`src/rtl/input_ctrl_pkg.sv`:
```
// Shared types and default parameters for the input_ctrl block.
// Optional build macro used by this slice: INPUT_CTRL_OVERRUN_EN.
package input_ctrl_pkg;

   localparam int DEBOUNCE_DEFAULT = 500_000;
   localparam int SW_WIDTH_DEFAULT = 4;

   typedef enum logic {
      ST_EMPTY = 1'b0,
      ST_FULL  = 1'b1
   } state_t;

endpackage

```
`src/rtl/input_ctrl_if.sv`:
```
// Handshake bundle between input_ctrl (master) and its consumer (slave).
interface input_ctrl_if
   import input_ctrl_pkg::*;
#(
   parameter int DATA_WIDTH = SW_WIDTH_DEFAULT
);

   logic [DATA_WIDTH-1:0] data;
   logic                  valid;
   logic                  pressed;
   logic                  overrun;
   logic                  ack;

   modport master (output data, output valid, output pressed, output overrun, input ack);
   modport slave  (input data, input valid, input pressed, input overrun, output ack);

endinterface

```
`src/rtl/input_ctrl_debounce.sv`:
```
// Two-flop synchroniser and counter debouncer for the push-button.
// rise pulses in the cycle before pressed goes 0->1, so users update alongside it.
module debounce
   import input_ctrl_pkg::*;
#(
   parameter int DEBOUNCE_CYCLES = DEBOUNCE_DEFAULT
) (
   input  logic clk,
   input  logic rst_n,
   input  logic btn,
   output logic pressed,
   output logic rise
);

   localparam int CNT_W = $clog2(DEBOUNCE_CYCLES);
   localparam logic [CNT_W-1:0] CNT_LAST = CNT_W'(DEBOUNCE_CYCLES - 1);

   logic             btn_meta_reg;
   logic             btn_sync_reg;
   logic [CNT_W-1:0] cnt_reg;
   logic [CNT_W-1:0] cnt_next;
   logic             pressed_reg;
   logic             pressed_next;

   always_ff @(posedge clk or negedge rst_n) begin
      if (!rst_n) begin
         btn_meta_reg <= 1'b0;
         btn_sync_reg <= 1'b0;
         cnt_reg      <= '0;
         pressed_reg  <= 1'b0;
      end else begin
         btn_meta_reg <= btn;
         btn_sync_reg <= btn_meta_reg;
         cnt_reg      <= cnt_next;
         pressed_reg  <= pressed_next;
      end
   end

   always_comb begin
      cnt_next     = '0;
      pressed_next = pressed_reg;
      if (btn_sync_reg != pressed_reg) begin
         // Counter clears on the flip, so the next disagreement restarts from zero.
         if (cnt_reg == CNT_LAST) pressed_next = ~pressed_reg;
         else                     cnt_next     = cnt_reg + 1'b1;
      end
   end

   assign pressed = pressed_reg;
   assign rise    = pressed_next & ~pressed_reg;

endmodule

```
`src/rtl/input_ctrl.sv`:
```
// Debounced button + switch capture presented as a valid/ack input word.
// Define INPUT_CTRL_OVERRUN_EN to build the sticky dropped-press flag.
module input_ctrl
   import input_ctrl_pkg::*;
#(
   parameter int DEBOUNCE_CYCLES = DEBOUNCE_DEFAULT,
   parameter int DATA_WIDTH      = SW_WIDTH_DEFAULT
) (
   input  logic                  clk,
   input  logic                  rst_n,
   input  logic                  btn,
   input  logic [DATA_WIDTH-1:0] sw,
   input_ctrl_if.master          bus
);

   logic [DATA_WIDTH-1:0] sw_meta_reg;
   logic [DATA_WIDTH-1:0] sw_sync_reg;
   logic                  press_evt;
   logic                  pressed;
   state_t                state_reg;
   state_t                state_next;
   logic [DATA_WIDTH-1:0] data_reg;
   logic [DATA_WIDTH-1:0] data_next;

   genvar gi;
   generate
      for (gi = 0; gi < DATA_WIDTH; gi++) begin : g_sw_sync
         always_ff @(posedge clk or negedge rst_n) begin
            if (!rst_n) begin
               sw_meta_reg[gi] <= 1'b0;
               sw_sync_reg[gi] <= 1'b0;
            end else begin
               sw_meta_reg[gi] <= sw[gi];
               sw_sync_reg[gi] <= sw_meta_reg[gi];
            end
         end
      end
   endgenerate

   debounce #(
      .DEBOUNCE_CYCLES (DEBOUNCE_CYCLES)
   ) u_debounce (
      .clk     (clk),
      .rst_n   (rst_n),
      .btn     (btn),
      .pressed (pressed),
      .rise    (press_evt)
   );

   always_ff @(posedge clk or negedge rst_n) begin
      if (!rst_n) begin
         state_reg <= ST_EMPTY;
         data_reg  <= '0;
      end else begin
         state_reg <= state_next;
         data_reg  <= data_next;
      end
   end

   always_comb begin
      state_next = state_reg;
      data_next  = data_reg;
      case (state_reg)
         ST_EMPTY: begin
            if (press_evt) begin
               data_next  = sw_sync_reg;
               state_next = ST_FULL;
            end
         end
         ST_FULL: begin
            // A press landing with the ack replaces the consumed word in place.
            if (press_evt && bus.ack) data_next  = sw_sync_reg;
            else if (bus.ack)         state_next = ST_EMPTY;
         end
         default: state_next = ST_EMPTY;
      endcase
   end

`ifdef INPUT_CTRL_OVERRUN_EN
   logic overrun_reg;

   always_ff @(posedge clk or negedge rst_n) begin
      if (!rst_n)
         overrun_reg <= 1'b0;
      else if (state_reg == ST_FULL && press_evt && !bus.ack)
         overrun_reg <= 1'b1;
   end

   assign bus.overrun = overrun_reg;
`else
   assign bus.overrun = 1'b0;
`endif

   assign bus.data    = data_reg;
   assign bus.valid   = (state_reg == ST_FULL);
   assign bus.pressed = pressed;

endmodule

```
`src/flat_wrapper.sv`:
```
// flat-port wrapper written by rule: the top's interface ports become plain ports
module input_ctrl_flat import input_ctrl_pkg::*;
#(
   parameter int DEBOUNCE_CYCLES = DEBOUNCE_DEFAULT,
   parameter int DATA_WIDTH      = SW_WIDTH_DEFAULT
)
  (clk, rst_n, btn, sw, bus_data, bus_valid, bus_pressed, bus_overrun, bus_ack);
  input_ctrl_if #(.DATA_WIDTH(DATA_WIDTH)) bus_i ();
  input  logic clk;
  input  logic rst_n;
  input  logic btn;
  input  logic [DATA_WIDTH-1:0] sw;
  output wire logic [$bits(bus_i.data)-1:0] bus_data;
  output wire logic [$bits(bus_i.valid)-1:0] bus_valid;
  output wire logic [$bits(bus_i.pressed)-1:0] bus_pressed;
  output wire logic [$bits(bus_i.overrun)-1:0] bus_overrun;
  input wire logic [$bits(bus_i.ack)-1:0] bus_ack;
  assign bus_data = bus_i.data;
  assign bus_valid = bus_i.valid;
  assign bus_pressed = bus_i.pressed;
  assign bus_overrun = bus_i.overrun;
  assign bus_i.ack = bus_ack;
  input_ctrl #(.DEBOUNCE_CYCLES(DEBOUNCE_CYCLES), .DATA_WIDTH(DATA_WIDTH)) u_core (.clk(clk), .rst_n(rst_n), .btn(btn), .sw(sw), .bus(bus_i));
endmodule
```
`config.mk`:
```
export PLATFORM = sky130hd
export DESIGN_NAME = input_ctrl_flat
export DESIGN_NICKNAME = d
export VERILOG_FILES = /design/src/rtl/input_ctrl_pkg.sv /design/src/rtl/input_ctrl_if.sv /design/src/rtl/input_ctrl_debounce.sv /design/src/rtl/input_ctrl.sv /design/src/flat_wrapper.sv
export SDC_FILE = /design/constraint.sdc
export NUM_CORES = 1
export LEC_CHECK = 0
export ABC_CLOCK_PERIOD_IN_PS = 6600
export BUFFER_PORTS_ARGS = -buffer_cell sky130_fd_sc_hd__buf_4
export CAP_MARGIN = 20
export CORE_UTILIZATION = 34
export DETAILED_ROUTE_END_ITERATION = 12
export PLACE_DENSITY = 0.6
export SLEW_MARGIN = 20
export SYNTH_ARGS = -nofsm -noshare
export SYNTH_HDL_FRONTEND = slang
export SYNTH_HIERARCHICAL = 1
export SYNTH_SLANG_ARGS = --single-unit
```
`constraint.sdc`:
```
create_clock -name clk -period 6.6 [get_ports clk]
set_input_delay 0.66 -clock clk [delete_from_list [all_inputs] [get_ports clk]]
set_output_delay 0.66 -clock clk [all_outputs]
set_load 0.02 [all_outputs]
```
---- Yosys cells after proc, flatten, opt, wreduce, memory -nomap -nowiden ----
Index checks and enable logic that the tools add are counted.
storage, ports and cells
  bits in registers ....................... 35
  bits in latches ......................... 0
  memory bits (writable) .................. 0
  memory bits (read-only) ................. 0
  input bits .............................. 8
  output and inout bits ................... 7
  memories kept ........................... 0
cells by class
  add/sub/neg operators ................... 1
  multipliers ............................. 0
  div/mod/pow operators ................... 0
  magnitude comparators ................... 0
  eq/ne operators ......................... 4
  shifts and indexed selects .............. 0
  multiplexer cells ....................... 11
  bitwise logic cells ..................... 3
  reductions and logical operators ........ 2
operator list
  cell                                                   count
  two-way mux 19 bit                                     2
  adder 19 x 1 -> 19 bit, second input constant          1
  equality test 19 bit, second input constant            1
  two-way mux 4 bit                                      2
  one-hot mux 4 bit (2 select lines)                     1
  two-way mux 1 bit                                      5
  inequality test 2 x 1 -> 1 bit, second input constant  1
  inequality test 2 bit, second input constant           1
  NOT 1 bit                                              2
  one-hot mux 1 bit (2 select lines)                     1
  AND reduction 2 bit                                    1
  AND 1 bit                                              1
  logical AND 1 bit                                      1
  inequality test 1 bit                                  1

---- Logic depth before layout (Yosys ltp) ----
  word-level depth ........................ 7
  mapped depth ............................ 7

---- By module ----
The synthesis kept the hierarchy.
modules (own cells, without submodules)
  module      instances  cells each  area each (µm²)
  debounce    1          109         1093.5
  input_ctrl  1          22          429.2

---- Least setup slack after synthesis ----
OpenSTA, ideal clock, no wires.
  path kind ............................... register to register
  from .................................... reg u_core.u_debounce.cnt_reg[0]
  to ...................................... reg u_core.data_reg[0], in the netlist u_core/bus.data[0]
  library setup time ...................... 0.125 ns
  arrival time ............................ 1.960 ns
  data required time ...................... 6.475 ns
  setup slack ............................. 4.515 ns
  stages on the path, launching flop included .. 8
  period minus slack after synthesis ...... 2.085 ns
  cell sequence ........................... dfrtp_1 > ha_1 > nand4_1 > nor3_1 > nand4_1 > nor3b_1 > nand2_4 > mux2_4
between the ends
  word-level cells in the longest chain between the ends .. 7
  elaborated cells on any way between the ends .. 8
ends and longest elaborated chain
  what                                    RTL line                   source
  start: declaration                      input_ctrl_debounce.sv:20  logic [CNT_W-1:0] cnt_reg;
  start signal: assignment                input_ctrl_debounce.sv:34  cnt_reg <= cnt_next;
  equality test 19 bit *                  input_ctrl_debounce.sv:44  if (cnt_reg == CNT_LAST) pressed_next = ~pressed_reg;
  two-way mux 1 bit *                     input_ctrl_debounce.sv:44
  two-way mux 1 bit *                     input_ctrl_debounce.sv:42  if (btn_sync_reg != pressed_reg) begin
  AND 1 bit *                             input_ctrl_debounce.sv:50  assign rise = pressed_next & ~pressed_reg;
  via u_core.press_evt                    input_ctrl.sv:18           logic press_evt;
  logical AND 1 bit                       input_ctrl.sv:72           if (press_evt && bus.ack) data_next = sw_sync_reg;
  inequality test 2 bit (no source line)  --
  AND reduction 2 bit (no source line) *  --
  end signal: assignment                  input_ctrl.sv:56           data_reg <= data_next;
  end: declaration                        input_ctrl.sv:22           logic [DATA_WIDTH-1:0] data_reg;
Mark *: on every way through the listed nets, which the timed path passes. The rest lies on a longest branch.
A chain may end at the register's enable or synchronous reset.

---- Final worst setup path ----
  from .................................... reg u_core.u_debounce.cnt_reg[0]
  to ...................................... reg u_core.data_reg[3], in the netlist u_core/bus.data[3]
Same word-level chain as after synthesis.

==> impl_metrics.tcl <==
set metrics [dict create \
    first_pass_iters 4 \
    finalMaxSlewViolations 0 \
    antenna_found_initial 0 \
    dpl.hpwl_mm 1.81 \
    rsz0062_at_grt "no" \
    max-vdd-ir-drop_v 0.000101 \
    drive_gt1_frac 0.223 \
    r2r-start "u_core/u_debounce/cnt_reg[0]" \
    crit_path_start_kind "flop" \
    synthCells 131 \
    cp.required_ns 6.78 \
    die_height_um 68.9 \
    synth.most_common_cell "dfrtp_1" \
    finClkSkew_ns 0.00317 \
    ys_top_cells_by_area "dfrtp_1, xnor2_1, nor2_1" \
    rows 23 \
    setup_violations 0 \
    rrSetupSlack_ns 4.25 \
    syn_area_sq_um 1520 \
    gp_congestion 0.811 \
    synth_top_family_by_area "simple AND/OR/NAND/NOR gates" \
    place_inst 190 \
    cap_violations 0 \
    grt_pass1_vias 992 \
    dieArea_sq_um 4750 \
    synth_edf_count 0 \
    synth_top_area_share 0.575 \
    synth-simple-area-share 0.222 \
    fmax_mhz 426 \
    totalNegativeSetupSlack_ns 0 \
    synthTopCellsByCount "dfrtp_1, nor2_1, xnor2_1" \
    avgSynthCellArea_sq_um 11.6 \
    dr.first_iter.drc_count 47 \
    grt_max_degree 36 \
    synth_cell_type_count 34 \
    antenna_cells 0 \
    largest_reg_flops 19 \
    htree_num_levels 2 \
    drc_errors 0 \
    synth-xor-area-share 0.0920 \
    cts.path.max_buffers 2 \
    design_area_sq_um 1800 \
    core-area_sq_um 4140 \
    cts_tree "done" \
    setup.worst_path.class "reg -> reg" \
    synthMuxAreaShare 0.0468 \
    path_max_fanout 6 \
    hold_viol 0 \
    p_leak_nw 0.763 \
    cts_made_buffers 5 \
    insertion_delay_ns 0.29 \
    die_w_um 68.9 \
    ios 15 \
    cts.sinks 35 \
    cp_slowest_cell "dfrtp_1" \
    layout_min_cycle_time_ns 2.35 \
    syn-num-nets 140 \
    cts_root_buf "clkbuf_8" \
    fin_util 0.434 \
    crit_family "simple AND/OR/NAND/NOR gates" \
    grt_pass1_wl_mm 4.57 \
    cp-end-kind "flop" \
    yosysWarningCount 6 \
    cts.clk_slew.worst_paths_ns 0.07 \
    final_antenna_net_count 0 \
    status "finished clean" \
    synth-compound-area-share 0.0320 \
    crit_arrival_ns 2.52 \
    r2r-end "u_core/bus.data[3]" \
    instances_no_fill 198 \
    synth_seq_cells 35 \
    path_common_cell "nand4_1" \
    place_area_sq_um 1660 \
    drt_wl_total_mm 2.60 \
    p_per_area_nw_per_um2 257 \
    synth_adder_area_share 0.00822 \
    portBuffers 13 \
    initial_core_util 0.367 \
    total_power_mw 0.462 \
    wl_per_cell_um 13.1 \
    ys_seq_area_frac 0.575 \
    via_per_inst 4.99 \
    timing.final.crit_share 0.356 \
    cp_num_cells 7 \
    ys_async_sr_fraction 1.00 \
    post-cts-setup-buffer-count 0 \
    hp-class "in -> async" \
    finalNetCount 156 \
    num_vias 988 \
    ys.flop_type "dfrtp_1" \
    synth_area_leader_cell "dfrtp_1" \
    slew_headroom 0.520 \
    cts_hold_buffers 0 \
    worst_pin_slew_ns 0.720 \
    area_delta_synth_final_pct 18.1 \
    track_usage 0.139 \
    critPathMaxStageDelay_ns 0.43 \
    path_buf_inv 0 \
    overflow 0 \
    cts_repair_resize_count 0 \
    r2r_cells 7 \
    crit_chain "ha_1, nand4_1, nor3_1, nand4_1, nor3b_1, nand2_4, mux2_4" \
]
[per-stage QoR]
stage                     worst slack (ns)  hold slack (ns)
final                                 4.25            0.308
after global routing                  4.12            0.331
after CTS                             4.26            0.316
after detailed placement              4.27            0.335
after global placement                4.36            0.334
after floorplan                       4.52            0.331
[cell type report]
cell class                 count  area (sq um)
sequential                    35           876
timing repair buffer          13          97.6
multi-input combinational     89           614
clock buffer                   5          68.8
clock inverter                 3          67.6
tap                           50          62.6
fill                         403          2350
inverter                       3          11.3
[cells by family after synthesis]
logic type	count (synthesis)
and+or+nand+nor	61
DFF	35
xor gates and xnor gates	16
buffers and inverters	7
AOI/OAI and AO/OA	5
muxes	5
adders and majority gates	1
other	1
[routing by layer]
| metal | GRT usage | wire length [um] |
|---|---|---|
| met5 | 0 | 0 |
| met4 | 0.0842 | 70 |
| met3 | 0.0444 | 90 |
| met2 | 0.216 | 1250 |
| met1 | 0.166 | 1190 |
[cells in the final DEF, fill, tap and decap left out]
master	synthesis	final
a21oi_1	1	1
a21oi_2	1	1
a31o_2	1	1
and2_1	1	1
and3_1	1	1
and4_1	1	1
buf_4	1	13
bufinv_16	0	2
clkbuf_8	0	5
clkinvlp_4	0	1
conb_1	1	1
dfrtp_1	35	35
ha_1	1	1
inv_1	3	3
mux2_2	1	1
mux2_4	4	4
nand2_1	7	7
nand2_4	1	1
nand2b_4	1	1
nand3_1	6	6
nand4_1	9	9
nand4_2	1	1
nor2_1	18	18
nor3_1	6	6
nor3b_1	1	1
nor4_1	3	3
nor4b_1	2	2
o21ai_0	1	1
o31ai_4	1	1
or2b_1	1	1
or3_1	1	1
or4_4	1	1
xnor2_1	12	12
xor2_1	4	4
[how the worst max path moves through the flow]
stage                                       startpoint                  to  slack [ns]
final                     u_core/u_debounce/cnt_reg[0]  u_core/bus.data[3]        4.25
after global placement    u_core/u_debounce/cnt_reg[0]  u_core/bus.data[3]        4.36
after CTS                 u_core/u_debounce/cnt_reg[0]  u_core/bus.data[3]        4.26
after floorplan           u_core/u_debounce/cnt_reg[0]  u_core/bus.data[0]        4.52
after global routing      u_core/u_debounce/cnt_reg[0]  u_core/bus.data[1]        4.12
after detailed placement  u_core/u_debounce/cnt_reg[0]  u_core/bus.data[2]        4.27
[power by group]
part	total, mW	switching (mW)	internal [mW]	leakage [nW]
logic	0.0129	0.00802	0.00492	0.235
registers	0.222	0.00317	0.219	0.463
clock network	0.227	0.0766	0.151	0.0644
total	0.462	0.0878	0.374	0.763
(Power assumes the default switching activity.)
